File: config.mk
export PLATFORM = sky130hd
export DESIGN_NAME = pipe_hazard_ctrl
export DESIGN_NICKNAME = d
export VERILOG_FILES = /design/src/rtl/pipe_hazard_pkg.sv /design/src/rtl/pipe_hazard_ctrl_scoreboard.sv /design/src/rtl/pipe_hazard_ctrl.sv
export SDC_FILE = /design/constraint.sdc
export NUM_CORES = 1
export LEC_CHECK = 0
export ABC_CLOCK_PERIOD_IN_PS = 2900
export CAP_MARGIN = 10
export CELL_PAD_IN_SITES_DETAIL_PLACEMENT = 1
export CELL_PAD_IN_SITES_GLOBAL_PLACEMENT = 2
export CORE_UTILIZATION = 14
export CTS_CLUSTER_DIAMETER = 30
export DETAILED_ROUTE_END_ITERATION = 6
export PLACE_DENSITY_LB_ADDON = 0.1
export SETUP_SLACK_MARGIN = 0.3
export SLEW_MARGIN = 20
export SYNTH_ARGS = -nofsm -noshare
export SYNTH_HDL_FRONTEND = slang
export SYNTH_SLANG_ARGS = --single-unit
File: constraint.sdc
create_clock -name clk -period 2.9 [get_ports clk]
set_input_delay 0.58 -clock clk [delete_from_list [all_inputs] [get_ports clk]]
set_output_delay 0.58 -clock clk [all_outputs]
set_load 0.05 [all_outputs]
File: src/rtl/pipe_hazard_pkg.sv
// Shared types and constants for the pipeline hazard / forwarding controller.
// Scoreboard rd field is sized for register addresses up to RD_MAX_W bits.
package pipe_hazard_pkg;

  localparam int unsigned RD_MAX_W = 8;
  localparam int unsigned FWD_RF   = 0;
  localparam int unsigned FL_IF    = 0;
  localparam int unsigned FL_ID    = 1;

  typedef struct packed {
    logic                valid;
    logic [RD_MAX_W-1:0] rd;
    logic                is_load;
  } sb_entry_t;

endpackage

File: src/rtl/pipe_hazard_ctrl_scoreboard.sv
// In-flight destination scoreboard: one entry per post-decode stage, shifting
// toward WB every cycle, with a bubble insert and a branch-shadow invalidate.
module pipe_scoreboard
  import pipe_hazard_pkg::*;
#(
  parameter int unsigned DEPTH = 3,
  parameter int unsigned IDXW  = 2
) (
  input  logic                  clk,
  input  logic                  rst,
  input  sb_entry_t             ins_i,
  input  logic                  bubble_i,
  input  logic                  inv_en_i,
  input  logic [IDXW-1:0]       inv_idx_i,
  output sb_entry_t [DEPTH-1:0] entries_o
);

  sb_entry_t [DEPTH-1:0] sb_q;
  sb_entry_t [DEPTH-1:0] sb_d;

  // Shift, then kill every post-shift entry at or below the invalidate index.
  always_comb begin
    sb_d    = sb_q;
    sb_d[0] = bubble_i ? '0 : ins_i;
    for (int unsigned k = 1; k < DEPTH; k++) begin
      sb_d[k] = sb_q[k-1];
    end
    if (inv_en_i) begin
      for (int unsigned k = 0; k < DEPTH; k++) begin
        if (IDXW'(k) <= inv_idx_i) begin
          sb_d[k].valid = 1'b0;
        end
      end
    end
  end

  always_ff @(posedge clk or posedge rst) begin
    if (rst) begin
      sb_q <= '0;
    end else begin
      sb_q <= sb_d;
    end
  end

  assign entries_o = sb_q;

endmodule

File: src/rtl/pipe_hazard_ctrl.sv
// Hazard, forwarding and flush controller between decode and execute.
// Define PIPE_FWD_EN for full forwarding; otherwise the block interlocks only.
module pipe_hazard_ctrl
  import pipe_hazard_pkg::*;
#(
  parameter int unsigned RW         = 24,
  parameter int unsigned RAW        = 4,
  parameter int unsigned DEPTH      = 3,
  parameter int unsigned LOAD_STAGE = 1,
  parameter int unsigned BR_STAGE   = 1,
  parameter int unsigned SELW       = $clog2(DEPTH + 1)
) (
  input  logic                clk,
  input  logic                rst,
  input  logic                id_valid,
  input  logic [RAW-1:0]      id_ra,
  input  logic [RAW-1:0]      id_rb,
  input  logic                id_ra_used,
  input  logic                id_rb_used,
  input  logic [RAW-1:0]      id_rd,
  input  logic                id_reg_write,
  input  logic                id_is_load,
  input  logic [RW-1:0]       rf_a,
  input  logic [RW-1:0]       rf_b,
  input  logic [DEPTH*RW-1:0] stage_data,
  input  logic                branch_taken,
  output logic [SELW-1:0]     fwd_sel_a,
  output logic [SELW-1:0]     fwd_sel_b,
  output logic [RW-1:0]       op_a,
  output logic [RW-1:0]       op_b,
  output logic                stall,
  output logic                en_if,
  output logic                en_id,
  output logic [DEPTH+1:0]    flush,
  output logic [15:0]         stall_cnt
);

  localparam int unsigned CNTW = 16;

  sb_entry_t [DEPTH-1:0] sb;
  sb_entry_t             ins;
  logic                  need_a, need_b;
  logic [SELW-1:0]       sel_a, sel_b;
  logic [RW-1:0]         fwd_a, fwd_b;
  logic [CNTW-1:0]       stall_cnt_q, stall_cnt_d;

`ifdef PIPE_FWD_EN
  logic [RW-1:0] stage_w [DEPTH];
  for (genvar g = 0; g < DEPTH; g++) begin : g_stage
    assign stage_w[g] = stage_data[g*RW +: RW];
  end
`else
  logic unused_stage;
  assign unused_stage = ^{stage_data, 32'(LOAD_STAGE)};
`endif

  always_comb begin
    ins.valid   = id_valid & id_reg_write;
    ins.rd      = RD_MAX_W'(id_rd);
    ins.is_load = id_is_load;
  end

  pipe_scoreboard #(
    .DEPTH (DEPTH),
    .IDXW  (SELW)
  ) u_sb (
    .clk       (clk),
    .rst       (rst),
    .ins_i     (ins),
    .bubble_i  (stall | branch_taken),
    .inv_en_i  (branch_taken),
    .inv_idx_i (SELW'(BR_STAGE)),
    .entries_o (sb)
  );

  // Oldest-to-youngest scan so the lowest matching index is the final winner.
  always_comb begin
    need_a = 1'b0;
    need_b = 1'b0;
    sel_a  = SELW'(FWD_RF);
    sel_b  = SELW'(FWD_RF);
    fwd_a  = rf_a;
    fwd_b  = rf_b;
    for (int k = int'(DEPTH) - 1; k >= 0; k--) begin
      if (sb[k].valid && id_ra_used && (sb[k].rd == RD_MAX_W'(id_ra))) begin
`ifdef PIPE_FWD_EN
        need_a = sb[k].is_load && (k < int'(LOAD_STAGE));
        sel_a  = SELW'(k + 1);
        fwd_a  = stage_w[k];
`else
        need_a = 1'b1;
`endif
      end
      if (sb[k].valid && id_rb_used && (sb[k].rd == RD_MAX_W'(id_rb))) begin
`ifdef PIPE_FWD_EN
        need_b = sb[k].is_load && (k < int'(LOAD_STAGE));
        sel_b  = SELW'(k + 1);
        fwd_b  = stage_w[k];
`else
        need_b = 1'b1;
`endif
      end
    end
  end

  assign fwd_sel_a = sel_a;
  assign fwd_sel_b = sel_b;
  assign op_a      = fwd_a;
  assign op_b      = fwd_b;

  // A taken branch squashes decode anyway, so it overrides any stall.
  assign stall = (need_a | need_b) & ~branch_taken;
  assign en_if = ~stall;
  assign en_id = ~stall;

  always_comb begin
    flush = '0;
    if (branch_taken) begin
      flush[FL_IF] = 1'b1;
      flush[FL_ID] = 1'b1;
      for (int unsigned k = 0; k < DEPTH; k++) begin
        if (k <= BR_STAGE) begin
          flush[k+2] = 1'b1;
        end
      end
    end
  end

  always_comb begin
    stall_cnt_d = stall_cnt_q;
    if (stall && (stall_cnt_q != '1)) begin
      stall_cnt_d = stall_cnt_q + CNTW'(1);
    end
  end

  always_ff @(posedge clk or posedge rst) begin
    if (rst) begin
      stall_cnt_q <= '0;
    end else begin
      stall_cnt_q <= stall_cnt_d;
    end
  end

  assign stall_cnt = stall_cnt_q;

endmodule
==> flow_summary.json <==
{
  "status": "finished, final reports clean",
  "grt_pass1_vias": 1514,
  "synthSimpleGateAreaFrac_pct": 18.3,
  "layout_min_cycle_time_ns": 2.55,
  "setup.worst_path.end_class": "output pin",
  "drc_errors": 0,
  "num_rows": 43,
  "syn_to_final_growth_pct": 28.4,
  "fillCellCount": 1582,
  "drv_cap": 0,
  "yosysWarnings": 0,
  "seqCellArea_um2": 776,
  "required_ns": 2.32,
  "hold_viol_final": 0,
  "synth_cells": 203,
  "worstMarginPinSlew_ns": 0.514,
  "dp_slack_ns": -0.175,
  "ys_ff_latch": 31,
  "drive_above_1_share_pct": 27.3,
  "fin_skew_ns": 0.00891,
  "clockBufferDepth": 2,
  "first_iter_violations": 22,
  "gp_congestion": 0.643,
  "antenna_found_initial": 0,
  "die-area_um2": 15000,
  "holdBufCountCts": 0,
  "numCtsBuffers": 5,
  "place_area_um2": 2360,
  "worstHoldPathType": "reg -> reg",
  "critPathLaunchType": "input port",
  "die_y_um": 122,
  "max-vdd-ir-drop_mv": 0.260,
  "synth_fa_ha_area_share_pct": 0.616,
  "synth.area.mux_share_pct": 1.11,
  "ys_seq_area_share_pct": 38.2,
  "multi_input_comb_area_um2": 860,
  "start_util_pct": 14.5,
  "worstSetupPathType": "in -> out",
  "grt_pass1_wl_um": 8080,
  "critPathTopFamily": "simple AND/OR/NAND/NOR gates",
  "netlist_area_um2": 2030,
  "synth-edff-count": 0,
  "grt_setup_unrepaired": "yes",
  "slew_violations": 0,
  "worst_slack_ns": 0.350,
  "clk_latency_ns": 0.28,
  "grt_max_degree": 32,
  "final_antenna_net_count": 0,
  "leakagePower_nw": 1.10,
  "crit_buf_inv": 3,
  "h-tree-depth": 2,
  "synthFlopType": "dfrtp_1",
  "p_per_area_nw_per_um2": 497,
  "setup_viol": 0,
  "post-route-period-util_pct": 87.9,
  "worstPathArrival_ns": 1.97,
  "syn_avg_cell_area_um2": 10.0,
  "drt_wl_total_um": 5120,
  "synth.distinct_cells": 37,
  "post_drt_via_cell_ratio": 3.42,
  "final_cell_mix": "31 x dfrtp_1, 24 x clkdlybuf4s50_1, 18 x xor2_1",
  "diodes": 0,
  "firstDrtPassIters": 4,
  "core_area_um2": 14000,
  "ios": 216,
  "yosysTopAreaCellShare_pct": 38.2,
  "synth_top_family_by_area": "buffers and inverters",
  "via_count": 1316,
  "yosysTopAreaCell": "dfrtp_1",
  "path_max_fanout": 5,
  "async_flop_share_pct": 100,
  "stdcell_area_um2": 2610,
  "io_buffers": 41,
  "cts_tree": "done",
  "slew_headroom_pct": 65.6,
  "cts.sinks": 31,
  "clk_pin_slew_ns": 0.05,
  "wire_per_inst_um": 13.3,
  "final_util_pct": 18.6,
  "track_usage_pct": 7.32,
  "place_hpwl_um": 4010,
  "layout.nets": 345,
  "grt-ovfl-total": 0,
  "crit_chain": "clkdlybuf4s15_2, xor2_1, nor4_2, a21oi_1, and4_4, or2_4, clkinvlp_4, buf_12",
  "cts-root-buf": "clkbuf_16",
  "crit_path_max_incr_delay_ns": 0.27,
  "worst_path_max_delay_cell": "or2_4",
  "ys_top_cells_by_area": "dfrtp_1 38%, buf_4 21%, xor2_1 9.1%",
  "final_common_cell": "dfrtp_1",
  "synth_compound_area_share_pct": 2.83,
  "max_freq_mhz": 392,
  "synthXorXnorAreaFrac_pct": 14.5,
  "chipWidth_um": 122
}
area by class of cell:
| class | count | share of cell area (%) |
|---|---|---|
| Multi-Input combinational cell | 107 | 32.9 |
| Sequential cell | 31 | 29.7 |
| Timing Repair Buffer | 51 | 20.7 |
| Tap cell | 180 | 8.63 |
| Clock buffer | 6 | 5.32 |
| Clock inverter | 2 | 1.34 |
| Inverter | 8 | 1.29 |
flip-flops by register name, indices dropped and copies added (netlist names):
register        cells
stall_cnt          16
u_sb.entries_o     15
final timing paths:
kind	start	end	slack [ns]	depth (start not counted)
worst max register to register	stall_cnt[0]	stall_cnt[1]	0.60	8
worst min-delay path	u_sb.entries_o[11]	u_sb.entries_o[21]	0.42	0
max in group asynchronous	rst	u_sb.entries_o[4]	1.88	3
worst max-delay path	id_ra[0]	stall	0.35	8
worst min register to register	u_sb.entries_o[11]	u_sb.entries_o[21]	0.42	0
min in group asynchronous	rst	stall_cnt[4]	0.70	3
cell usage after synthesis (4+ instances only):
library cell / count
and2_1: 4
xnor2_1: 9
nor3_1: 6
inv_1: 8
nor2_1: 4
nand2_1: 8
dfrtp_1: 31
nor4_1: 4
xor2_1: 21
nand3_1: 8
buf_4: 58
layer usage:
layer | vias up | track usage [%] | part of all wire [%]
li1 | 608 | - | -
met1 | 650 | 8.62 | 43
met2 | 50 | 12.5 | 50
met3 | 8 | 2.09 | 6.2
met4 | 0 | 2.74 | 1.4
met5 | - | 0 | 0
cells by family (layout without fill, tap and decap cells):
logic type / after synthesis / in the layout
buffers and inverters: 69 / 67
AOI/OAI and AO/OA: 8 / 8
DFF: 31 / 31
other: 1 / 5
adders and majority gates: 1 / 1
and+or+nand+nor: 59 / 59
muxes: 2 / 2
xor gates and xnor gates: 32 / 32
power by group:
part	leakage, nW	internal [W]	total, W	switching [W]
Clock	0.0868	0.000427	0.000621	0.000194
Sequential	0.418	0.000452	0.000474	0.0000220
Combinational	0.594	0.0000813	0.000202	0.000121
stage by stage:
stage / instances / hold slack, ns / total power [W] / setup TNS, ns
4_1_cts: 384 / 0.420 / 0.00133 / 0
3_5_place_dp: 376 / 0.408 / 0.000680 / -0.641
3_3_place_gp: 376 / 0.410 / 0.000682 / -1.06
6_report: 385 / 0.417 / 0.00130 / 0
2_1_floorplan: 207 / 0.374 / 0.000773 / 0
5_1_grt: 385 / 0.434 / 0.00136 / 0
what timing repair did:
item | in CTS | in global routing
resized for setup | 40 | 8
pin swaps | 14 | 8
setup endpoints to repair | 9 | 3
buffers inserted | 0 | 1
(Power assumes the default switching activity.)
